File: config.mk
export PLATFORM = sky130hd
export DESIGN_NAME = elastic_pipe_reg
export DESIGN_NICKNAME = d
export VERILOG_FILES = /design/src/rtl/pipe_pkg.sv /design/src/rtl/pipe_sat_counter.sv /design/src/rtl/elastic_pipe_reg.sv
export SDC_FILE = /design/constraint.sdc
export NUM_CORES = 1
export LEC_CHECK = 0
export BUFFER_PORTS_ARGS = -buffer_cell sky130_fd_sc_hd__buf_2
export CORE_MARGIN = 2
export CORE_UTILIZATION = 25
export CTS_CLUSTER_SIZE = 10
export DETAILED_ROUTE_END_ITERATION = 7
export PLACE_DENSITY = 0.49
export SYNTH_ARGS = -nofsm -noshare
export SYNTH_HDL_FRONTEND = slang
export SYNTH_HIERARCHICAL = 1
export SYNTH_SLANG_ARGS = --single-unit
export TNS_END_PERCENT = 1
File: constraint.sdc
create_clock -name clk_i -period 1.5 [get_ports clk_i]
set_input_delay 0.3 -clock clk_i [delete_from_list [all_inputs] [get_ports clk_i]]
set_output_delay 0.3 -clock clk_i [all_outputs]
set_load 0.02 [all_outputs]
File: src/rtl/pipe_pkg.sv
// Shared types and default widths for elastic pipeline stage registers.
// Latency: n/a (declarations only).
// Backpressure: n/a.
package pipe_pkg;

  // Occupancy of the elastic register: nothing held, main only, main + skid.
  typedef enum logic [1:0] {
    PS_EMPTY = 2'd0,
    PS_FULL  = 2'd1,
    PS_SKID  = 2'd2
  } pipe_state_e;

  // Widths for the decode->execute instance.
  localparam int unsigned ID_EX_DATA_W = 128;
  localparam int unsigned ID_EX_CTRL_W = 30;
  localparam int unsigned ID_EX_CNT_W  = 16;

endpackage

File: src/rtl/pipe_sat_counter.sv
// Saturating event counter: +1 per cycle with inc_i, sticks at all-ones.
// Latency: count visible the cycle after the qualifying cycle.
// Backpressure: none; cleared only by synchronous reset.
module pipe_sat_counter #(
  parameter int unsigned CNT_W = 16
) (
  input  logic             clk_i,
  input  logic             rst_n,
  input  logic             inc_i,
  output logic [CNT_W-1:0] cnt_o
);

  logic [CNT_W-1:0] cnt_q;
  logic [CNT_W-1:0] cnt_d;

  // Next count: increment unless already saturated.
  always_comb begin
    cnt_d = cnt_q;
    if (inc_i && (cnt_q != {CNT_W{1'b1}})) begin
      cnt_d = cnt_q + CNT_W'(1'b1);
    end
  end

  // Count register with synchronous active-low clear.
  always_ff @(posedge clk_i) begin
    if (!rst_n) begin
      cnt_q <= '0;
    end else begin
      cnt_q <= cnt_d;
    end
  end

  assign cnt_o = cnt_q;

endmodule

File: src/rtl/elastic_pipe_reg.sv
// Elastic one-beat pipeline register with optional skid entry, flush and perf counters.
// Latency: 1 cycle, no input-to-output bypass; 1 beat/cycle while out_ready_i=1.
// Backpressure: SKID_EN=1 gives registered in_ready_o (skid absorbs one beat); SKID_EN=0 combinational ready.
module elastic_pipe_reg
  import pipe_pkg::*;
#(
  parameter int unsigned DATA_W  = ID_EX_DATA_W,
  parameter int unsigned CTRL_W  = ID_EX_CTRL_W,
  parameter bit          SKID_EN = 1'b1,
  parameter int unsigned CNT_W   = ID_EX_CNT_W
) (
  input  logic              clk_i,
  input  logic              rst_n,
  input  logic              flush_i,
  input  logic              in_valid_i,
  output logic              in_ready_o,
  input  logic [DATA_W-1:0] in_data_i,
  input  logic [CTRL_W-1:0] in_ctrl_i,
  output logic              out_valid_o,
  input  logic              out_ready_i,
  output logic [DATA_W-1:0] out_data_o,
  output logic [CTRL_W-1:0] out_ctrl_o,
  output logic [CNT_W-1:0]  stall_cnt_o,
  output logic [CNT_W-1:0]  bubble_cnt_o
);

  // Main (output) entry, shared by both buffering variants.
  logic              main_vld_q;
  logic              main_vld_d;
  logic              main_load;
  logic [DATA_W-1:0] main_data_q;
  logic [DATA_W-1:0] main_data_d;
  logic [CTRL_W-1:0] main_ctrl_q;
  logic [CTRL_W-1:0] main_ctrl_d;

  logic in_ready;
  logic accept;
  logic drain;

  assign accept = in_valid_i & in_ready;
  assign drain  = main_vld_q & out_ready_i;

  if (SKID_EN) begin : g_skid
    pipe_state_e       state_q;
    pipe_state_e       state_d;
    logic              skid_load;
    logic [DATA_W-1:0] skid_data_q;
    logic [CTRL_W-1:0] skid_ctrl_q;

    // Occupancy FSM: decides where an accepted beat lands and when skid refills main.
    always_comb begin
      state_d     = state_q;
      skid_load   = 1'b0;
      main_load   = 1'b0;
      main_data_d = in_data_i;
      main_ctrl_d = in_ctrl_i;
      if (flush_i) begin
        state_d = PS_EMPTY;
      end else begin
        case (state_q)
          PS_EMPTY: begin
            if (accept) begin
              state_d   = PS_FULL;
              main_load = 1'b1;
            end
          end
          PS_FULL: begin
            if (accept && !drain) begin
              state_d   = PS_SKID;
              skid_load = 1'b1;
            end else if (accept && drain) begin
              main_load = 1'b1;
            end else if (drain) begin
              state_d = PS_EMPTY;
            end
          end
          PS_SKID: begin
            if (drain) begin
              state_d     = PS_FULL;
              main_load   = 1'b1;
              main_data_d = skid_data_q;
              main_ctrl_d = skid_ctrl_q;
            end
          end
          default: state_d = PS_EMPTY;
        endcase
      end
    end

    assign main_vld_d = (state_d != PS_EMPTY);
    // Ready depends only on registered state, so no ready path crosses the stage.
    assign in_ready   = (state_q != PS_SKID);

    // State and skid entry registers; skid contents survive flush like main data.
    always_ff @(posedge clk_i) begin
      if (!rst_n) begin
        state_q     <= PS_EMPTY;
        skid_data_q <= '0;
        skid_ctrl_q <= '0;
      end else begin
        state_q <= state_d;
        if (skid_load) begin
          skid_data_q <= in_data_i;
          skid_ctrl_q <= in_ctrl_i;
        end
      end
    end
  end else begin : g_noskid
    // Single entry: load on accept, empty on drain without refill, kill on flush.
    always_comb begin
      main_data_d = in_data_i;
      main_ctrl_d = in_ctrl_i;
      main_load   = accept & ~flush_i;
      main_vld_d  = main_vld_q;
      if (flush_i) begin
        main_vld_d = 1'b0;
      end else if (accept) begin
        main_vld_d = 1'b1;
      end else if (drain) begin
        main_vld_d = 1'b0;
      end
    end

    assign in_ready = ~main_vld_q | out_ready_i;
  end

  // Main entry register; payload is only rewritten on a load so flush keeps it.
  always_ff @(posedge clk_i) begin
    if (!rst_n) begin
      main_vld_q  <= 1'b0;
      main_data_q <= '0;
      main_ctrl_q <= '0;
    end else begin
      main_vld_q <= main_vld_d;
      if (main_load) begin
        main_data_q <= main_data_d;
        main_ctrl_q <= main_ctrl_d;
      end
    end
  end

  assign in_ready_o  = in_ready;
  assign out_valid_o = main_vld_q;
  assign out_data_o  = main_data_q;
  // An empty or flushed slot must never leak a write-enable downstream.
  assign out_ctrl_o  = main_vld_q ? main_ctrl_q : '0;

  pipe_sat_counter #(.CNT_W(CNT_W)) u_stall_cnt (
    .clk_i (clk_i),
    .rst_n (rst_n),
    .inc_i (main_vld_q & ~out_ready_i),
    .cnt_o (stall_cnt_o)
  );

  pipe_sat_counter #(.CNT_W(CNT_W)) u_bubble_cnt (
    .clk_i (clk_i),
    .rst_n (rst_n),
    .inc_i (out_ready_i & ~main_vld_q),
    .cnt_o (bubble_cnt_o)
  );

endmodule

Word level (Yosys, flattened, before mapping)
Index checks and enable logic that the tools add are counted.

storage, ports and cells
  logic and storage cells = 51
  output and inout port bits = 192
  input bits = 163
  register bits = 351

operators by class
  add/sub/neg operators = 2
  mux-type cells = 23
  reduce and logical (&&, ||, !) cells = 7
  equality and inequality tests = 5
  bitwise gates (word level) = 6

operator list
  operator                                                               number
  128-bit 2-to-1 mux                                                     3
  30-bit 2-to-1 mux                                                      4
  16-bit by 1-bit adder with 16-bit output, second input constant        2
  16-bit inequality test, second input constant                          2
  2-bit 2-to-1 mux                                                       6
  1-bit 2-to-1 mux                                                       8
  2-bit one-hot mux with 3 select lines                                  1
  1-bit AND                                                              4
  1-bit logical AND                                                      4
  1-bit one-hot mux with 3 select lines                                  1
  2-bit by 1-bit equality test with 1-bit output, second input constant  1
  2-bit equality test, second input constant                             1
  2-bit logical NOT                                                      1
  2-bit inequality test, second input constant                           1
  1-bit NOT                                                              2
  2-bit nonzero test                                                     1
  1-bit logical NOT                                                      1

Depth between registers and ports, before layout
  depth after elaboration = 8
  gate-level depth with buffers = 9
  depth with buffers taken out = 5

Modules after synthesis
The synthesis kept the hierarchy.

by module, submodules not included
  module            times used  area each (um2)  sequential area each (um2)  cells each
  elastic_pipe_reg  1           13,306.5         6,386.1                     1,645
  pipe_sat_counter  2           837.1            320.3                       97

Worst setup path after synthesis
OpenSTA, ideal clock, no wires.

  kind = reg-to-reg
  start = register main_vld_q (netlist: out_valid_o)
  end = register u_stall_cnt.cnt_q[9] (netlist: u_stall_cnt/cnt_o[9])
  cell stages (with the launch flop) = 6
  arrival time = 1.768 ns
  data required time = 1.429 ns
  library setup time = 0.071 ns
  clock period less this slack = 1.838 ns
  path buffers = 1
  path slack = -0.338 ns
  path through = dfxtp_1 -> buf_2 -> nor2b_1 -> nand2_1 -> or4_1 -> a21oi_1

on the way
  cells in the longest elaborated chain, start to end = 2

ends and longest elaborated chain
  what                      RTL line                 RTL
  start: declaration        elastic_pipe_reg.sv:28   logic main_vld_q;
  start signal: assignment  elastic_pipe_reg.sv:134  main_vld_q <= main_vld_d;
  1-bit AND                 elastic_pipe_reg.sv:151  .inc_i (main_vld_q & ~out_ready_i),
  1-bit logical AND         pipe_sat_counter.sv:19   if (inc_i && (cnt_q != {CNT_W{1'b1}})) begin
  end signal: assignment    pipe_sat_counter.sv:29   cnt_q <= cnt_d;
  end: declaration          pipe_sat_counter.sv:13   logic [CNT_W-1:0] cnt_q;

No other way between the ends.
A chain may end at the register's enable or synchronous reset.

Final worst setup path
  start = register main_vld_q (netlist: out_valid_o)
  end = output port out_ctrl_o[7]

on the way
  cells in the longest elaborated chain, start to end = 1

ends and longest elaborated chain
  what               RTL line                 RTL
  30-bit 2-to-1 mux  elastic_pipe_reg.sv:146  assign out_ctrl_o = main_vld_q ? main_ctrl_q : '0;
  end: declaration   elastic_pipe_reg.sv:22   output logic [CTRL_W-1:0] out_ctrl_o,

No other way between the ends.

==> impl_metrics.csv <==
group,metric,value,unit
cts,cts_tree,"built",
synth,synthArstFlopShare,0,%
synth,yosys_warnings,6,
cts,clkLatencyLatePin,0.56,ns
setup_path,crit_path_max_incr_delay,0.43,ns
die,io-pin-count,355,
sta,fin_worst_skew,0.0122,ns
global_route,overflow,0,
final_layout,fillers,5951,
global_route,grt_pass1_vias,15800,
sta,relSlewSlack,64.3,%
setup_path,worstPathRequired,1.20,ns
die,start_util,25.3,%
placement,dp_hpwl,36600,um
die,die_y,249,um
cts,cts-root-buf,"clkbuf_16",
drt,final_antenna_net_count,0,
sta,slew_violations,0,
setup_path,path_cells,"clkbuf_16, and2_1, buf_6",
min_path,hold_end,"g_skid.skid_ctrl_q[23]",
power_and_ir_drop,switching_power,5740,uW
final_layout,final_nets,2605,
synth,yosysMostFrequentCell,"nand2_1",
sta,tightest_slew,0.535,ns
power_and_ir_drop,p_int,16800,uW
power_and_ir_drop,swShare,25.5,%
sta,setup-violations-final,221,
drt,wl,53600,um
synth,ys_seq_area_share,46.9,%
power_and_ir_drop,ir_drop,0.000660,V
synth,syn-mean-instance-area,8.15,um^2
drt,vias,15500,
power_and_ir_drop,power_density,990,nW/um^2
placement,portBuffers,354,
setup_path,r2r_setup_slack,-0.17,ns
setup_path,crit_type,"reg -> out",
synth,synth_edf_count,0,
min_path,hold_start,"in_ctrl_i[23]",
cts,path_clk_slew,0.05,ns
synth,synth_cell_types,46,
final_layout,fin_util,38.5,%
setup_path,endpoint_kind,"output pin",
sta,timing.fmax,0.573,GHz
status,outcome,"finished, violations left",
placement,gp_congestion,0.808,
synth,syn-instance-count,1839,
drt,drt_first_pass_iters,5,
synth,synthTopCellsByArea,"dfxtp_1, nand2_1, o31ai_1",
setup_path,r2r_cells,5,
die,dieArea,61900,um^2
min_path,min_path_cells,3,
global_route,grt_max_degree,75,
sta,post-route-min-period,1.74,ns
final_layout,drive_above_1_share,29.3,%
power_and_ir_drop,seq_power_share,44.1,%
setup_path,cp-start-kind,"flip-flop",
min_path,hold_path_class,"in -> reg",
cts,cts_buffers,43,
setup_path,r2r-end,"out_data_o[84]",
synth,synth_nets,2004,
synth,synthTopCellsByCount,"nand2_1, dfxtp_1, o31ai_1",
drt,drt_iter0_drc,739,
flow_run,drv_cap,0,
sta,timing.final.crit_share,116,%
cts,clkSinkCount,351,
drt,drc,0,
placement,dp_cells,3009,
sta,finalHoldViolCount,0,
drt,via_per_inst,4.78,
synth,ys_seq_elements,351,
power_and_ir_drop,comb_power_share,12.6,%
setup_path,reg2reg_from,"out_valid_o",
die,die_x,249,um
final_layout,synthToLayoutAreaGrowth,51.9,%
die,num_rows,89,
drt,wl_per_cell,16.6,um
setup_path,crit_path_top_delay_cell,"dfxtp_4",
global_route,grt_use_total,16.7,%
global_route,antenna_found_initial,4,
synth,synthFlopType,"dfxtp_1",
setup_path,setup.worst_path.start,"out_valid_o",
global_route,grt_pass1_wl,84600,um
synth,syn_area,15000,um^2
sta,layout_setup_ws,-0.244,ns
setup_path,cp_max_fo,11,
sta,rsz0062_at_grt,"yes",
cts,h-tree-depth,2,
synth,synth_top_area_share,46.9,%
status,failed_checks,"setup timing",
cts,cts_buffer_depth,3,
setup_path,worstPathArrival,1.44,ns
final_layout,instances_no_fill,3237,
synth,yosys.area.top_type,"dfxtp_1",
die,core,59100,um^2
power_and_ir_drop,clkPwrFrac,43.3,%
power_and_ir_drop,power_leakage,0.00951,uW
placed cells by master (no fill, tap or decap), types with 3 or more instances in the layout:
cell type	count
nor4_2	4
o31ai_1	168
buf_4	129
or3_1	4
nand3b_1	4
clkbuf_8	7
nand2_2	6
nand3_1	11
dfxtp_4	14
and4_1	5
inv_1	8
dlygate4sd3_1	156
buf_8	4
nor2_1	10
a31oi_1	158
buf_6	93
clkbuf_16	46
mux2i_1	6
or4_1	8
diode_2	3
a21oi_2	3
buf_12	43
a21boi_1	8
and2_4	24
a21oi_1	19
a21boi_0	150
dfxtp_2	20
nand2_1	648
nand2b_1	4
dfxtp_1	317
o21ai_0	9
and2_1	7
nand4_1	6
nand3_2	3
clkbuf_1	13
buf_2	295
sequential cells by signal, summed over array words and instances (netlist names):
signal              count
g_skid.skid_data_q    128
out_valid_o             1
g_skid.skid_ctrl_q     30
out_data_o            128
g_skid.state_q          2
u_bubble_cnt/cnt_o     16
main_ctrl_q            30
u_stall_cnt/cnt_o      16
per-layer routing:
layer  routed length [um]  vias to the layer above  GRT usage [%]  part of all wire [%]
li1                     -                     7600              -                     -
met1                23800                     7398           21.1                    44
met2                25400                      389           28.1                    47
met3                 3090                       74           3.75                   5.8
met4                 1250                        2           5.21                   2.3
met5                   13                        -              0                 0.024
timing repair:
item | 4_1_cts | 5_1_grt
endpoints found under the setup margin | 327 | 332
hold endpoints to repair | 307 | 0
resized for setup | 158 | 76
gates cloned | 0 | 1
pin swaps | 23 | 25
hold buffers | 156 | 0
setup buffers | 0 | 2
worst max path at each step:
| stage | slack, ns | endpoint |
|---|---|---|
| floorplan | -0.07 | out_data_o[6] |
| global placement | -0.21 | u_stall_cnt/cnt_o[6] |
| detailed placement | -0.25 | out_data_o[45] |
| CTS | -0.30 | out_ctrl_o[20] |
| global route | -0.30 | out_ctrl_o[9] |
| finish | -0.24 | out_ctrl_o[7] |
layout make-up:
| type | instances | area [um^2] | share of cell area [%] |
|---|---|---|---|
| multi-input cells | 1313 | 7340 | 32.2 |
| flip-flops and latches | 351 | 7100 | 31.2 |
| repair buffers | 723 | 6030 | 26.5 |
| clock buffers | 65 | 1270 | 5.59 |
| well taps | 773 | 967 | 4.25 |
| inverters | 8 | 30.0 | 0.132 |
| diodes | 3 | 7.51 | 0.0330 |
| clock inverters | 1 | 5.00 | 0.0220 |
worst max-delay path: cells and delay by family, from the launching register on:
| kind | cells | cell delay [ns] |
|---|---|---|
| buffers and inverters | 2 | 0.32 |
| DFF | 1 | 0.43 |
| and+or+nand+nor | 1 | 0.14 |
kinds of logic (layout without fill, tap and decap cells):
kind of cell / count (synthesis) / count (layout) / share of synthesized area [%]
AND/OR/NAND/NOR: 776 / 776 / 21.8
flip-flops: 351 / 351 / 46.9
multiplexers: 6 / 6 / 0.401
other: 0 / 3 / 0
XOR/XNOR: 4 / 4 / 0.234
buffers and inverters: 175 / 797 / 5.85
adder cells (fa/ha/maj): 2 / 2 / 0.167
AO/OA/AOI/OAI: 525 / 525 / 24.6
metrics by stage:
stage	setup TNS, ns	cell area (um^2)	worst slack [ns]	power, uW	hold WS, ns
global placement	-45.40	19100	-0.210	12500	0.449
global route	-50.14	22800	-0.303	23500	0.0227
detailed placement	-54.88	19100	-0.252	12600	0.456
CTS	-21.77	22500	-0.302	22800	0.00337
finish	-25.76	22800	-0.244	22500	0.0450
floorplan	-9.66	15100	-0.0735	11400	0.423
power by group through the flow:
stage / registers (uW) / clock network (uW) / logic, uW
after floorplan: 10400 / 0 / 944
after global placement: 10100 / 0 / 2400
after detailed placement: 10100 / 0 / 2430
after CTS: 9930 / 10100 / 2810
after global routing: 9970 / 10400 / 3070
final: 9930 / 9750 / 2840
No activity file was read; power rests on OpenSTA's default activity.
